$ cat config.mk
export PLATFORM = sky130hd
export DESIGN_NAME = interrupt_ctrl_flat
export DESIGN_NICKNAME = d
export VERILOG_FILES = /design/src/rtl/interrupt_ctrl_pkg.sv /design/src/rtl/interrupt_ctrl_if.sv /design/src/rtl/interrupt_ctrl_prio_enc.sv /design/src/rtl/interrupt_ctrl.sv /design/src/flat_wrapper.sv
export SDC_FILE = /design/constraint.sdc
export NUM_CORES = 1
export LEC_CHECK = 0
export ABC_AREA = 1
export CORE_MARGIN = 2
export CORE_UTILIZATION = 42
export CTS_CLUSTER_SIZE = 28
export DETAILED_ROUTE_END_ITERATION = 6
export HOLD_SLACK_MARGIN = 0.05
export PLACE_DENSITY = 0.88
export SETUP_SLACK_MARGIN = 0.15
export SYNTH_ARGS = -nofsm -noshare
export SYNTH_HDL_FRONTEND = slang
export SYNTH_SLANG_ARGS = --single-unit
$ cat constraint.sdc
create_clock -name I_CLOCK -period 2.7 [get_ports I_CLOCK]
set_clock_uncertainty 0.05 [all_clocks]
set_input_delay 0.81 -clock I_CLOCK [delete_from_list [all_inputs] [get_ports I_CLOCK]]
set_output_delay 0.81 -clock I_CLOCK [all_outputs]
set_load 0.01 [all_outputs]
$ cat src/rtl/interrupt_ctrl_pkg.sv
// Shared types and constants for the interrupt controller: dispatch FSM states,
// default register addresses and vectors, and named interrupt source indices.
package interrupt_pkg;

   typedef enum logic [1:0] {
      IDLE = 2'd0,
      REQ  = 2'd1,
      ACK  = 2'd2
   } int_state_t;

   localparam logic [15:0] DEF_IF_ADDR    = 16'hFF0F;
   localparam logic [15:0] DEF_IE_ADDR    = 16'hFFFF;
   localparam logic [15:0] DEF_VEC_BASE   = 16'h0040;
   localparam int unsigned DEF_VEC_STRIDE = 8;

   localparam int VBLANK  = 0;
   localparam int LCDSTAT = 1;
   localparam int TIMER   = 2;
   localparam int SERIAL  = 3;
   localparam int JOYPAD  = 4;

endpackage

$ cat src/rtl/interrupt_ctrl_if.sv
// CPU-side bus and dispatch handshake of the interrupt controller.
// The CPU core holds the master modport, the controller the slave modport.
interface interrupt_ctrl_if;

   logic [15:0] I_CPU_ADDR;
   logic [7:0]  I_CPU_DATA;
   logic        I_MEM_WE_L;
   logic        I_IME;
   logic        I_INT_ACK;
   logic [7:0]  O_RD_DATA;
   logic        O_HIT;
   logic        O_INT_REQ;
   logic [15:0] O_INT_VECTOR;

   modport master (
      output I_CPU_ADDR, I_CPU_DATA, I_MEM_WE_L, I_IME, I_INT_ACK,
      input  O_RD_DATA, O_HIT, O_INT_REQ, O_INT_VECTOR
   );

   modport slave (
      input  I_CPU_ADDR, I_CPU_DATA, I_MEM_WE_L, I_IME, I_INT_ACK,
      output O_RD_DATA, O_HIT, O_INT_REQ, O_INT_VECTOR
   );

endinterface

$ cat src/rtl/interrupt_ctrl_prio_enc.sv
// Lowest-index-first priority encoder: reports the index of the lowest set
// request bit and whether any bit is set.
module int_prio_enc #(
   parameter  int N = 5,
   localparam int W = (N > 1) ? $clog2(N) : 1
) (
   input  logic [N-1:0] i_req,
   output logic [W-1:0] o_idx,
   output logic         o_valid
);

   // Scan from the top down so the lowest set index is the last one written.
   always_comb begin
      o_idx   = '0;
      o_valid = 1'b0;
      for (int i = N - 1; i >= 0; i--) begin
         if (i_req[i]) begin
            o_idx   = W'(i);
            o_valid = 1'b1;
         end
      end
   end

endmodule

$ cat src/rtl/interrupt_ctrl.sv
// Game Boy style interrupt controller: owns IF/IE, edge-detects sources,
// serves CPU reads/writes and runs the request/acknowledge dispatch handshake.
module interrupt_ctrl
   import interrupt_pkg::*;
#(
   parameter int          NUM_SRC    = 5,
   parameter logic [15:0] IF_ADDR    = DEF_IF_ADDR,
   parameter logic [15:0] IE_ADDR    = DEF_IE_ADDR,
   parameter logic [15:0] VEC_BASE   = DEF_VEC_BASE,
   parameter int unsigned VEC_STRIDE = DEF_VEC_STRIDE
) (
   input  logic               I_CLOCK,
   input  logic               I_RESET,
   input  logic [NUM_SRC-1:0] I_SRC,
   interrupt_ctrl_if.slave    bus,
   output logic [NUM_SRC-1:0] O_SRC_ACK,
   output logic [NUM_SRC-1:0] O_IF,
   output logic [NUM_SRC-1:0] O_IE
);

   localparam int SEL_W = (NUM_SRC > 1) ? $clog2(NUM_SRC) : 1;

   int_state_t         r_state, w_state_next;
   logic [SEL_W-1:0]   r_sel, w_sel_next;
   logic [NUM_SRC-1:0] r_prev, r_if, r_ie, r_src_ack;
   logic [NUM_SRC-1:0] w_edge, w_pending, w_sel_hot, w_clear;
   logic [NUM_SRC-1:0] w_if_base, w_if_next, w_ie_next;
   logic [SEL_W-1:0]   w_win_idx;
   logic               w_win_valid, w_sel_pending;
   logic               w_if_hit, w_ie_hit, w_we;
   logic [7:0]         w_if_rd, w_ie_rd;
   logic [31:0]        w_vec_full;
   logic               w_unused_data;

   assign w_if_hit  = (bus.I_CPU_ADDR == IF_ADDR);
   assign w_ie_hit  = (bus.I_CPU_ADDR == IE_ADDR);
   assign w_we      = ~bus.I_MEM_WE_L;
   assign w_edge    = I_SRC & ~r_prev;
   assign w_pending = r_if & r_ie;
   assign w_unused_data = &{1'b0, bus.I_CPU_DATA};

   // Hardware set is ORed in last so it beats both a CPU write and a dispatch clear.
   assign w_clear   = ((r_state == REQ) && bus.I_INT_ACK) ? w_sel_hot : '0;
   assign w_if_base = (w_we && w_if_hit) ? bus.I_CPU_DATA[NUM_SRC-1:0] : r_if;
   assign w_if_next = (w_if_base & ~w_clear) | w_edge;
   assign w_ie_next = (w_we && w_ie_hit) ? bus.I_CPU_DATA[NUM_SRC-1:0] : r_ie;

   generate
      for (genvar gi = 0; gi < NUM_SRC; gi++) begin : g_sel_hot
         assign w_sel_hot[gi] = (r_sel == SEL_W'(gi));
      end
      for (genvar gi = 0; gi < 8; gi++) begin : g_rd
         if (gi < NUM_SRC) begin : g_used
            assign w_if_rd[gi] = r_if[gi];
            assign w_ie_rd[gi] = r_ie[gi];
         end else begin : g_pad
            assign w_if_rd[gi] = 1'b1;
            assign w_ie_rd[gi] = 1'b0;
         end
      end
   endgenerate

   assign w_sel_pending = |(w_pending & w_sel_hot);

   int_prio_enc #(.N(NUM_SRC)) u_prio_enc (
      .i_req   (w_pending),
      .o_idx   (w_win_idx),
      .o_valid (w_win_valid)
   );

   always_comb begin
      w_state_next = r_state;
      w_sel_next   = r_sel;
      case (r_state)
         IDLE: begin
            if (bus.I_IME && w_win_valid) begin
               w_sel_next   = w_win_idx;
               w_state_next = REQ;
            end
         end
         // sel stays frozen in REQ even if a higher-priority source shows up.
         REQ: begin
            if (bus.I_INT_ACK) begin
               w_state_next = ACK;
            end else if (!w_sel_pending || !bus.I_IME) begin
               w_state_next = IDLE;
            end
         end
         ACK:     w_state_next = IDLE;
         default: w_state_next = IDLE;
      endcase
   end

   always_ff @(posedge I_CLOCK) begin
      if (I_RESET) begin
         r_prev    <= '1;
         r_if      <= '0;
         r_ie      <= '0;
         r_state   <= IDLE;
         r_sel     <= '0;
         r_src_ack <= '0;
      end else begin
         r_prev    <= I_SRC;
         r_if      <= w_if_next;
         r_ie      <= w_ie_next;
         r_state   <= w_state_next;
         r_sel     <= w_sel_next;
         r_src_ack <= w_clear;
      end
   end

   assign w_vec_full = {16'd0, VEC_BASE} + 32'(r_sel) * 32'(VEC_STRIDE);

   assign bus.O_HIT        = w_if_hit | w_ie_hit;
   assign bus.O_RD_DATA    = w_if_hit ? w_if_rd : (w_ie_hit ? w_ie_rd : 8'hFF);
   assign bus.O_INT_REQ    = (r_state == REQ);
   assign bus.O_INT_VECTOR = w_vec_full[15:0];
   assign O_SRC_ACK        = r_src_ack;
   assign O_IF             = r_if;
   assign O_IE             = r_ie;

endmodule

$ cat src/flat_wrapper.sv
// flat-port wrapper written by rule: the top's interface ports become plain ports
module interrupt_ctrl_flat import interrupt_pkg::*;
#(
   parameter int          NUM_SRC    = 5,
   parameter logic [15:0] IF_ADDR    = DEF_IF_ADDR,
   parameter logic [15:0] IE_ADDR    = DEF_IE_ADDR,
   parameter logic [15:0] VEC_BASE   = DEF_VEC_BASE,
   parameter int unsigned VEC_STRIDE = DEF_VEC_STRIDE
)
  (I_CLOCK, I_RESET, I_SRC, O_SRC_ACK, O_IF, O_IE, bus_I_CPU_ADDR, bus_I_CPU_DATA, bus_I_MEM_WE_L, bus_I_IME, bus_I_INT_ACK, bus_O_RD_DATA, bus_O_HIT, bus_O_INT_REQ, bus_O_INT_VECTOR);
  interrupt_ctrl_if bus_i ();
  input  logic I_CLOCK;
  input  logic I_RESET;
  input  logic [NUM_SRC-1:0] I_SRC;
  output logic [NUM_SRC-1:0] O_SRC_ACK;
  output logic [NUM_SRC-1:0] O_IF;
  output logic [NUM_SRC-1:0] O_IE;
  input wire logic [$bits(bus_i.I_CPU_ADDR)-1:0] bus_I_CPU_ADDR;
  input wire logic [$bits(bus_i.I_CPU_DATA)-1:0] bus_I_CPU_DATA;
  input wire logic [$bits(bus_i.I_MEM_WE_L)-1:0] bus_I_MEM_WE_L;
  input wire logic [$bits(bus_i.I_IME)-1:0] bus_I_IME;
  input wire logic [$bits(bus_i.I_INT_ACK)-1:0] bus_I_INT_ACK;
  output wire logic [$bits(bus_i.O_RD_DATA)-1:0] bus_O_RD_DATA;
  output wire logic [$bits(bus_i.O_HIT)-1:0] bus_O_HIT;
  output wire logic [$bits(bus_i.O_INT_REQ)-1:0] bus_O_INT_REQ;
  output wire logic [$bits(bus_i.O_INT_VECTOR)-1:0] bus_O_INT_VECTOR;
  assign bus_i.I_CPU_ADDR = bus_I_CPU_ADDR;
  assign bus_i.I_CPU_DATA = bus_I_CPU_DATA;
  assign bus_i.I_MEM_WE_L = bus_I_MEM_WE_L;
  assign bus_i.I_IME = bus_I_IME;
  assign bus_i.I_INT_ACK = bus_I_INT_ACK;
  assign bus_O_RD_DATA = bus_i.O_RD_DATA;
  assign bus_O_HIT = bus_i.O_HIT;
  assign bus_O_INT_REQ = bus_i.O_INT_REQ;
  assign bus_O_INT_VECTOR = bus_i.O_INT_VECTOR;
  interrupt_ctrl #(.NUM_SRC(NUM_SRC), .IF_ADDR(IF_ADDR), .IE_ADDR(IE_ADDR), .VEC_BASE(VEC_BASE), .VEC_STRIDE(VEC_STRIDE)) u_core (.I_CLOCK(I_CLOCK), .I_RESET(I_RESET), .I_SRC(I_SRC), .bus(bus_i), .O_SRC_ACK(O_SRC_ACK), .O_IF(O_IF), .O_IE(O_IE));
endmodule
==> flow_summary.toml, run 1 <==
[place]
preCtsSetupSlack_ps = -719
io_buffers = 58
gp_congestion = 0.888
dp.final_hpwl_mm = 2.73

[route]
num_vias = 1725
avgViaCountPerCell = 5.28
remaining_drc_errors = 0
ant_nets = 0
wl_per_cell_um = 15.6
drt-total-wl_mm = 5.09
firstDrtPassIters = 5
initialDrtViolationCount = 118

[sta]
tns_ps = 0
fmax_ghz = 0.371
fin_crit_sh_pct = 99.9
rsz0062_at_grt = "yes"
whs_ps = 444
setup_violations = 0
drv_slew = 0
final_hold_viol_count = 0
min_period_ps = 2700
layout_setup_ws_ps = 2.95

[floorplanning]
rows = 20
pin_count = 75
die_x_um = 61.4
core_area_mm2 = 0.00310
die_h_um = 61.4
dieArea_mm2 = 0.00377
initial_core_util_pct = 44.6

[setup_path]
cp-endpoint = "bus_O_RD_DATA[0]"
cp_slowest_cell = "o22ai_2"
cp-start-kind = "input pin"
critPathMaxFanout = 6
cp-end-kind = "output port"
required_ps = 1840
r2r_start = "u_core.r_state[1]$_SDFFE_PP0P_"
crit_start = "bus_I_CPU_ADDR[0]"
cpPeakStageDelay_ps = 170
crit_chain = "buf_6, nand2_4, inv_4, buf_6, buf_6, nand2_4, nor2_4, nand2_4, o22ai_2, inv_1, buf_2"
r2r-end = "u_core.r_sel[0]$_SDFFE_PP0P_"
worstPathArrival_ps = 1840
reg2reg_depth = 6
ff2ff_setup_slack_ps = 1310
critPathKind = "input pin to output port"

[final_layout]
most-common-layout-cells = "inv_1, clkdlybuf4s50_1, buf_6"
utilization_pct = 75.4
n_antenna_cell = 0
layout-drive-gt1-share_pct = 32.9
nets = 318
area_delta_synth_final_pct = 69.2

[synthesis]
synth_top_area_share_pct = 36.2
syn_inst = 203
synth-compound-area-share_pct = 8.77
synth_top_cell_by_area = "dfxtp_1"
yosys.area_share.simple_pct = 35.3
seq_area_frac_synth_pct = 36.2
synth_mux_area_share_pct = 0
ys_ff_latch = 25
avgSynthCellArea_um2 = 6.82
synth_warnings = 0
syn-cell-area_mm2 = 0.00138
synth_cell_types = 20
synth_top_family_by_area = "simple AND/OR/NAND/NOR gates"
synthTopCellsByArea = "dfxtp_1, inv_1, nand2_1, buf_4, nand4_1"
synthAdderAreaFrac_pct = 0
synth-xor-area-share_pct = 0

[global_routing]
grt_overflow = 0
grt_pass1_wl_mm = 6.98
grt_pass1_vias = 1571
antenna_found_initial = 0
grt_max_degree = 15
grt_use_total_pct = 25.7

[job]
max_cap_viol_count = 0

[clock_tree]
clkTransAtPathRegs_ps = 130
cts_root_buf = "clkbuf_4"
numCtsBuffers = 3
htreeDepth = 1
cts_sinks = 25
cts.path.max_buffers = 2
tritoncts = "done"
clk-insertion-delay-late_ps = 320
hold_buffers = 0

[pwr]
p_leak_nw = 1.12
ir_drop_v = 0.000179
power.density_mw_per_mm2 = 292

[outcome]
status = "completed"

[min_path]
hp-class = "register to register"
-- metal layers --
metal / GRT usage (%) / part of all wire, % / vias to the layer above
li1: - / - / 775
met1: 28.3 / 36 / 782
met2: 44.2 / 48 / 132
met3: 6.51 / 8.5 / 36
met4: 16.1 / 7.5 / 0
met5: 0 / 0 / -
-- cells in the mapped netlist --
library cell	count
a21oi_1	9
buf_4	15
clkbuf_1	2
conb_1	2
dfxtp_1	25
inv_1	37
inv_2	2
nand2_1	35
nand2_2	3
nand3_1	9
nand3_4	1
nand4_1	13
nand4_4	1
nor2_1	21
nor2_4	2
nor3_1	6
nor3_2	1
o21ai_0	9
o22ai_1	5
or2_2	5
-- through the flow --
stage	std cells	instance area [µm²]	power [W]
5_1_grt	327	2340	0.000707
4_1_cts	325	2210	0.000661
2_1_floorplan	214	1430	0.000442
3_3_place_gp	304	1980	0.000491
6_report	327	2340	0.000683
3_5_place_dp	304	1980	0.000493
-- repair_timing --
item / 4_1_cts / 5_1_grt
resized for setup: 130 / 43
setup endpoints to repair: 9 / 14
pin swaps: 20 / 19
buffers inserted: 17 / 2
-- where the power goes --
group	switching, W	leakage, nW	internal [W]
Sequential	0.00000643	0.204	0.000377
Clock	0.000110	0.0150	0.0000579
Combinational	0.0000644	0.901	0.0000667
-- layout make-up --
| type | count | area (µm²) |
|---|---|---|
| clock buffer | 4 | 26.3 |
| tap | 44 | 55.1 |
| fill | 229 | 762 |
| multi-input combinational | 133 | 808 |
| timing repair buffer | 82 | 797 |
| sequential | 25 | 500 |
| inverter | 39 | 154 |
-- worst max-delay path, delay by kind of cell --
kind,cells,cell delay (ps)
AND/OR/NAND/NOR,4,310
buffers and inverters,6,530
AO/OA/AOI/OAI,1,170
-- state kept, by name (all words and copies together), names as in the netlist --
register	count
u_core.r_prev	5
u_core.r_state	2
u_core.r_sel	3
u_core.O_SRC_ACK	5
u_core.O_IF	5
u_core.O_IE	5
-- logic make-up (layout without fill, tap and decap cells) --
kind of cell           after synthesis  after routing
flip-flops                          25             25
AO/OA/AOI/OAI                       23             23
AND/OR/NAND/NOR                     97             97
buffers and inverters               56            125
other                                2             13
-- worst min path at each step --
stage | start | to | slack [ps] | depth (start not counted)
6_report | u_core.r_prev[3]$_SDFF_PP1_ | u_core.O_IF[3]$_SDFF_PP0_ | 440 | 3
5_1_grt | u_core.r_prev[3]$_SDFF_PP1_ | u_core.O_IF[3]$_SDFF_PP0_ | 470 | 3
4_1_cts | u_core.r_prev[4]$_SDFF_PP1_ | u_core.O_IF[4]$_SDFF_PP0_ | 450 | 2
3_5_place_dp | u_core.r_prev[4]$_SDFF_PP1_ | u_core.O_IF[4]$_SDFF_PP0_ | 430 | 2
3_3_place_gp | u_core.r_prev[3]$_SDFF_PP1_ | u_core.O_IF[3]$_SDFF_PP0_ | 420 | 3
2_1_floorplan | u_core.r_prev[3]$_SDFF_PP1_ | u_core.O_IF[3]$_SDFF_PP0_ | 400 | 3
Note: power is estimated with default switching activity, not from simulation.
==> inputs of run 2 (changes only) <==
Settings changed: CORE_MARGIN 2 to 1.5.
==> run 2 against run 1 <==
Global-route usage shrank 4.7 points. Largest power group unchanged. Routed wire length shrank 26%. Utilization shrank 8.7 points. Die area shrank 3.2%. Non-clock buffer count shrank 16. Fmax grew 4.7%. Largest cell class unchanged.
==> flow_summary.toml, run 2 (synthesized netlist as in run 1, its figures left out) <==
[outcome]
status = "completed"

[sta]
min_period_ps = 2580
drv_slew = 0
rsz0062_at_grt = "yes"
layout_setup_ws_ps = 124
fmax_ghz = 0.388
fin_crit_sh_pct = 95.4
tns_ps = 0
final_hold_viol_count = 0
setup_violations = 0

[final_layout]
layout-drive-gt1-share_pct = 26.6
most-common-layout-cells = "inv_1, clkdlybuf4s50_1, nand2_1"
n_antenna_cell = 0
area_delta_synth_final_pct = 49.7
nets = 302
final_cell_count_no_fill = 311

[route]
avgViaCountPerCell = 4.85
remaining_drc_errors = 0
wl_per_cell_um = 12.1
ant_nets = 0
firstDrtPassIters = 4
initialDrtViolationCount = 78
drt-total-wl_mm = 3.76
num_vias = 1508

[job]
max_cap_viol_count = 0

[global_routing]
grt_pass1_vias = 1409
grt_max_degree = 15
grt_overflow = 0
antenna_found_initial = 0
grt_pass1_wl_mm = 5.81
grt_use_total_pct = 21.0

[place]
gp_congestion = 0.874
preCtsSetupSlack_ps = -695
io_buffers = 58
dp.final_hpwl_mm = 2.75
placedCellCount = 304

[pwr]
ir_drop_v = 0.000299
power.density_mw_per_mm2 = 317
p_leak_nw = 0.983

[floorplanning]
pin_count = 75
rows = 20
die_h_um = 60.4
core_area_mm2 = 0.00310
dieArea_mm2 = 0.00365
die_x_um = 60.4
initial_core_util_pct = 44.6

[setup_path]
r2r-end = "u_core.O_IF[0]$_SDFF_PP0_"
r2r_start = "u_core.r_state[1]$_SDFFE_PP0P_"
ff2ff_setup_slack_ps = 1370
critPathKind = "input pin to output port"
required_ps = 1840
cp-end-kind = "output port"
reg2reg_depth = 6
critPathMaxFanout = 7
cp-start-kind = "input pin"
worstPathArrival_ps = 1720

[clock_tree]
tritoncts = "done"
clk-insertion-delay-late_ps = 320
numCtsBuffers = 3
cts.path.max_buffers = 2
hold_buffers = 0
clkTransAtPathRegs_ps = 140
htreeDepth = 1
cts_sinks = 25
cts_root_buf = "clkbuf_4"

[min_path]
hold_path_startpoint = "u_core.r_prev[1]$_SDFF_PP1_"
hold-path-cell-count = 2
hp-class = "register to register"
min_to = "u_core.O_IF[1]$_SDFF_PP0_"
==> run 2: worst max path at each step <==
stage / to / start / slack (ps)
final: bus_O_RD_DATA[3] / bus_I_CPU_ADDR[15] / 120
after global routing: bus_O_RD_DATA[2] / bus_I_CPU_ADDR[15] / 30
after CTS: bus_O_RD_DATA[0] / bus_I_CPU_ADDR[6] / 90
after detailed placement: bus_O_RD_DATA[3] / bus_I_CPU_ADDR[4] / -700
after global placement: bus_O_RD_DATA[3] / bus_I_CPU_ADDR[5] / -680
after floorplan: bus_O_RD_DATA[0] / bus_I_CPU_ADDR[6] / 300
==> run 2: critical path, cell delays in order <==
cell and delay (ps):
buf_2 120, nand2_2 60, inv_2 60, nand2_4 60
nor3_4 220, inv_4 100, o22ai_2 110, inv_1 50
buf_2 130
==> run 2: final cells by class <==
cell class                 count  area [µm²]
tap                           44        55.1
clock buffer                   3        22.5
inverter                      39         149
multi-input combinational    133         751
timing repair buffer          66         589
sequential                    25         500
clock inverter                 1        5.00
fill                         284        1030
==> run 2: per-layer routing <==
| metal | vias to the layer above | share of wire (%) | track usage, % |
|---|---|---|---|
| met2 | 72 | 50 | 37.9 |
| met4 | 0 | 2.1 | 7.62 |
| met5 | - | 0 | 0 |
| met3 | 10 | 7.4 | 4.48 |
| li1 | 744 | - | - |
| met1 | 682 | 40 | 24.4 |
==> run 2: stage by stage <==
stage / instance area (µm²) / utilization (%) / hold slack, ps / total power (W)
floorplan: 1430 / - / 402 / 0.000442
global placement: 1980 / 63.7 / 415 / 0.000490
detailed placement: 1980 / 63.7 / 431 / 0.000492
CTS: 1980 / 63.7 / 451 / 0.000650
global route: 2070 / 66.8 / 475 / 0.000688
finish: 2070 / 66.8 / 441 / 0.000658
==> run 2: timing repair <==
action,in CTS,in global routing
setup buffers,2,1
endpoints found under the hold margin,0,0
setup endpoints to repair,9,9
pin swaps,17,11
gates resized for setup,115,19
==> run 2: report_power, final <==
group | total, W | internal [W] | switching [W] | leakage, nW
sequential | 0.000383 | 0.000377 | 0.00000584 | 0.204
combinational | 0.000111 | 0.0000574 | 0.0000533 | 0.762
clock | 0.000164 | 0.0000553 | 0.000109 | 0.0177
total | 0.000658 | 0.000490 | 0.000168 | 0.983
==> RTL change 1, RTL diff (settings of run 2) <==
`NUM_SRC` is set to 5 in 2 places; all go to 6.
--- a/src/rtl/interrupt_ctrl.sv
+++ b/src/rtl/interrupt_ctrl.sv
@@ -5,3 +5,3 @@
 #(
-   parameter int          NUM_SRC    = 5,
+   parameter int          NUM_SRC    = 6,
    parameter logic [15:0] IF_ADDR    = DEF_IF_ADDR,
--- a/src/flat_wrapper.sv
+++ b/src/flat_wrapper.sv
@@ -3,3 +3,3 @@
 #(
-   parameter int          NUM_SRC    = 5,
+   parameter int          NUM_SRC    = 6,
    parameter logic [15:0] IF_ADDR    = DEF_IF_ADDR,
Ports: changed (resized I_SRC, O_IE, O_IF and O_SRC_ACK); port bits go from 75 to 79. The function was not compared with the original's and may differ.
==> RTL change 1 against run 2 <==
  * Worst setup slack got worse by 0.061 ns
  * Design area up 20%
  * Routed wire length up 19%
  * Sequential power rose by 16%
  * Area after synthesis rose by 19%
  * Sequential share of layout area decreased by 0.84 points
  * Worst hold slack improved by 0.0032 ns
  * Sequential cell count rose by 4
  * Maximum frequency decreased by 2.3%
  * Non-clock buffer count is 12 higher
  * Power rose by 38%
  * Critical path type unchanged
  * Largest power group unchanged
==> RTL change 1: results (changes against run 2) <==
AVGVIACOUNTPERCELL=4.972  # +2.5%
CLK_ROOT_BUFFER_CELL='sky130_fd_sc_hd__clkbuf_8'
PLACE_HPWL_MICRONS=3227  # +17%
DRT_ITER0_DRC=91  # +17%
TRITONCTS_BUFFER_COUNT=5  # +2
HOLD_CLASS='register to register'
MAX-VDD-IR-DROP_uV=224.1  # -25%
ANTENNA_CELLS_INSERTED=0  # unchanged
FIRST_PASS_ITERS=4  # unchanged
SYNTHARSTFLOPSHARE_PCT=0  # unchanged
FINAL_CORE_OCC_PCT=67.00  # +0.23 points
CLK_PIN_SLEW_WORST_PATHS_NS=0.06  # -0.08 ns
GLOBALPLACE.CONGESTION=0.8400  # -3.9%
WIRELENGTH_MICRONS=4469  # +19%
SYNTHTOPCELLSBYAREA='sky130_fd_sc_hd__dfxtp_1 35%, sky130_fd_sc_hd__nand2_1 9.4%, sky130_fd_sc_hd__inv_1 8.0%'
TIMING.FINAL.MAX_SLEW_VIOLATIONS=0  # unchanged
FILLER_CELL_COUNT=296  # +4.2%
ANTENNA_FOUND_INITIAL=0  # unchanged
CRITICAL_PATH.MAX_STAGE_DELAY_NS=0.14  # -0.08 ns
PORTBUFFERS=63  # +8.6%
P_LEAK_nW=1.170  # +19%
WORST-R2R-CELL-COUNT=9  # +3
PLACEDINSTANCEAREA_SQ_UM=2278  # +15%
CPMAXSTAGEDELAYCELL='sky130_fd_sc_hd__buf_6'
GRT_START_MAX_NET_PINS=18  # +3
CTS_HTREE_LEVELS=2  # +1
YOSYS_WARNINGS=0  # unchanged
OUTCOME='complete, no violations'
PRECTSSETUPSLACK_NS=-0.7111  # -0.01579 ns
HOLDPATHSTAGES=2  # unchanged
FIRST_GLOBAL_VIAS=1636  # +16%
CRITICAL_PATH.MAX_FANOUT=6  # -1
CTS_MAX_PATH_BUFFERS=2  # unchanged
GRT_FIRST_PASS_WIRELENGTH_MICRONS=6948  # +20%
MAXCAPVIOLCOUNT=0  # unchanged
POST_SYNTH_NUM_CELL_TYPES=28  # +40%
CP_DATA_ARRIVAL_TIME_NS=1.78  # +0.06 ns
POSTSYNTH.TOPFLOPCELL='sky130_fd_sc_hd__dfxtp_1'
SYNTH.YOSYS.SEQ_AREA_SHARE_PCT=35.34  # -0.83 points
GRT_UTIL_ALL_LAYERS_PCT=21.47  # +0.45 points
LAYOUT-DRIVE-GT1-SHARE_PCT=29.18  # +2.6 points
NUM_VIAS=1755  # +16%
SYNTHCELLS=229  # +13%
WORST_SKEW_PAIR.LATE_LATENCY_NS=0.29  # -0.03 ns
SYNTH_TOP_CELLS_BY_COUNT='41 x sky130_fd_sc_hd__nand2_1, 35 x sky130_fd_sc_hd__inv_1, 29 x sky130_fd_sc_hd__dfxtp_1'
NETS=339  # +12%
RTL change 1: final cells by class:
class	instances	share of cell area (%)
timing repair buffer	78	28.79
sequential	29	23.32
clock inverter	2	0.4020
tap	48	2.412
inverter	38	5.729
multi-input combinational	152	36.43
clock buffer	6	2.915
RTL change 1: repair_timing:
action	in CTS	in global routing
cloned	0	0
setup buffers	6	2
gates resized for setup	120	10
pin swaps	18	5
setup endpoints to repair	9	9
RTL change 1: critical path, delay by kind of cell:
kind                   cells  cell delay [ns]
and+or+nand+nor            3             0.32
buffers and inverters      5             0.55
AOI/OAI and AO/OA          1             0.08
RTL change 1: layer usage:
layer | up-vias | global-route usage (%) | share of wire [%]
met3 | 12 | 5.993 | 7.5
met5 | - | 0 | 0
met2 | 95 | 38.65 | 52
met1 | 796 | 22.18 | 38
met4 | 0 | 12.24 | 2.6
li1 | 852 | - | -
RTL change 1: cell families after synthesis:
| kind of cell | count (synthesis) | synth area share (%) |
|---|---|---|
| and+or+nand+nor | 113 | 38.01 |
| buffers and inverters | 59 | 17.75 |
| DFF | 29 | 35.34 |
| AOI/OAI and AO/OA | 26 | 8.454 |
| other | 2 | 0.4571 |
RTL change 1: report_power, final:
group	internal (W)	total (W)	switching (W)
Sequential	0.000438	0.000446	0.00000812
Clock	0.000178	0.000343	0.000165
Combinational	0.0000622	0.000119	0.0000569
Total	0.000678	0.000907	0.000230
RTL change 1: worst paths after layout:
check	startpoint	slack [ns]	endpoint
worst max-delay path	bus_I_CPU_ADDR[11]	0.06	bus_O_RD_DATA[3]
worst min register to register	u_core.r_prev[4]	0.44	u_core.O_IF[4]
worst max register to register	u_core.O_IE[0]	1.33	u_core.r_sel[1]
worst min-delay path	u_core.r_prev[4]	0.44	u_core.O_IF[4]
==> RTL change 2, RTL diff (flow settings as in run 2) <==
Without the edit above. The 3 states of `int_state_t` get a one-hot encoding in 3 bits.
--- a/src/rtl/interrupt_ctrl_pkg.sv
+++ b/src/rtl/interrupt_ctrl_pkg.sv
@@ -4,6 +4,6 @@
 
-   typedef enum logic [1:0] {
-      IDLE = 2'd0,
-      REQ  = 2'd1,
-      ACK  = 2'd2
+   typedef enum logic [2:0] {
+      IDLE = 3'b001,
+      REQ  = 3'b010,
+      ACK  = 3'b100
    } int_state_t;
Check against the original RTL: same outputs for any inputs over 10 cycles, from zero or initial values and one cycle with I_RESET high; not proved beyond that.
==> RTL change 2 against run 2 <==
  * First-iteration DRC count is 41% lower
  * Routed wire length grew 6.5%
  * Global-route usage fell by 0.84 points
  * Critical path type unchanged
  * Highest routed layer unchanged
  * Worst setup slack better by 0.0084 ns
  * Combinational power shrank 4%
  * Count of clock-buffer cells in the layout did not move
  * Design area is 6.1% higher
  * Area after synthesis increased by 6.4%
  * Power rose by 2.3%
  * Final cell count rose by 3.2%
  * Die area increased by 6.1%
  * Sequential cell count rose by 1
==> RTL change 2: results (changes against run 2) <==
WHS_ENDPOINT='u_core.O_IF[0]'
P_LEAK_nW=1.034  # +5.1%
GRT_START_MAX_NET_PINS=16  # +1
GRT_UTIL_MET3_PCT=3.804  # -0.67 points
SYNTH_TOP_CELLS_BY_COUNT='35 x sky130_fd_sc_hd__nand2_1, 33 x sky130_fd_sc_hd__inv_1, 26 x sky130_fd_sc_hd__dfxtp_1'
PRECTSSETUPSLACK_NS=-0.6914  # +0.003946 ns
FILLER_CELL_COUNT=287  # +1.1%
FINAL-INSTANCE-COUNT-EXCL-FILL=321  # +3.2%
GRT_MET2_USAGE_PCT=37.23  # -0.66 points
NUM_VIAS=1577  # +4.6%
LAUNCH_POINT_OF_THE_WORST_HOLD_PATH='u_core.r_prev[0]'
GRT_UTIL_ALL_LAYERS_PCT=20.18  # -0.84 points
DRT_ITER0_DRC=46  # -41%
REG2REG_FROM='u_core.r_state[0]'
CRITICAL_PATH.MAX_FANOUT=6  # -1
POST-PLACE-CELLS=313  # +3.0%
GRT_FIRST_PASS_WIRELENGTH_MICRONS=6348  # +9.3%
CRITICAL_PATH.MAX_STAGE_DELAY_NS=0.16  # -0.06 ns
LAYOUT-DRIVE-GT1-SHARE_PCT=27.27  # +0.68 points
OUTCOME='complete, no violations'
WORSTREG2REGEND='u_core.O_IF[2]'
GLOBALPLACE.CONGESTION=0.9771  # +12%
SYNTH.YOSYS.SEQ_AREA_SHARE_PCT=35.34  # -0.82 points
SYNTHCELLS=211  # +3.9%
CPMAXSTAGEDELAYCELL='sky130_fd_sc_hd__buf_6'
SYNTHMOSTINSTANTIATEDCELL='sky130_fd_sc_hd__nand2_1'
WIRELENGTH_MICRONS=4006  # +6.5%
PLACEDINSTANCEAREA_SQ_UM=2062  # +4.2%
[RTL change 2: layout make-up]
type	count	area, sq um	area share (%)
repair buffers	68	614.3	27.95
inverters	37	138.9	6.318
multi-input cells	141	844.6	38.42
clock buffers	3	22.52	1.024
flip-flops and latches	26	520.5	23.68
well taps	46	57.56	2.618
[RTL change 2: where the power goes]
group	switching, W	leakage (nW)	internal, W
registers	0.00000725	0.212	0.000392
clock network	0.000114	0.0138	0.0000525
logic	0.0000531	0.809	0.0000543
[RTL change 2: per-layer routing]
| metal | wire [microns] | up-vias |
|---|---|---|
| li1 | - | 770 |
| met1 | 1524 | 725 |
| met2 | 2155 | 73 |
| met3 | 260 | 9 |
| met4 | 65 | 0 |
| met5 | 0 | - |
[RTL change 2: worst max path at each step]
stage / slack [ns] / start / end / cells after the start
finish: 0.13 / bus_I_CPU_ADDR[0] / bus_O_RD_DATA[0] / 10
global route: 0.06 / bus_I_CPU_ADDR[0] / bus_O_RD_DATA[0] / 10
CTS: 0.07 / bus_I_CPU_ADDR[0] / bus_O_RD_DATA[0] / 10
detailed placement: -0.69 / bus_I_CPU_ADDR[15] / bus_O_RD_DATA[4] / 9
global placement: -0.65 / bus_I_CPU_ADDR[15] / bus_O_RD_DATA[0] / 9
floorplan: 0.28 / bus_I_CPU_ADDR[15] / bus_O_RD_DATA[0] / 8
[RTL change 2: logic make-up (layout without fill, tap and decap cells)]
logic type / after synthesis / count (layout) / synth area share (%)
AO/OA/AOI/OAI: 26 / 26 / 9.686
buffers and inverters: 56 / 108 / 18.61
flip-flops: 26 / 26 / 35.34
other: 2 / 13 / 0.5100
AND/OR/NAND/NOR: 101 / 102 / 35.85
[RTL change 2: critical path, delay by kind of cell]
kind            cells  cell delay, ns
buf+inv             5            0.47
simple gates        4            0.31
compound gates      1            0.11
[RTL change 2: through the flow]
stage / utilization, % / setup TNS, ns
after floorplan: - / 0
after global placement: 61.79 / -5.298
after detailed placement: 61.79 / -5.661
after CTS: 64.12 / 0
after global routing: 65.88 / 0
final: 65.88 / 0
[RTL change 2: repair_timing]
| item | CTS | global route |
|---|---|---|
| cloned | 1 | 0 |
| setup buffers | 3 | 1 |
| hold buffers | 0 | 0 |
| gates resized for setup | 120 | 14 |
| pin swaps | 18 | 10 |
| setup endpoints to repair | 9 | 9 |
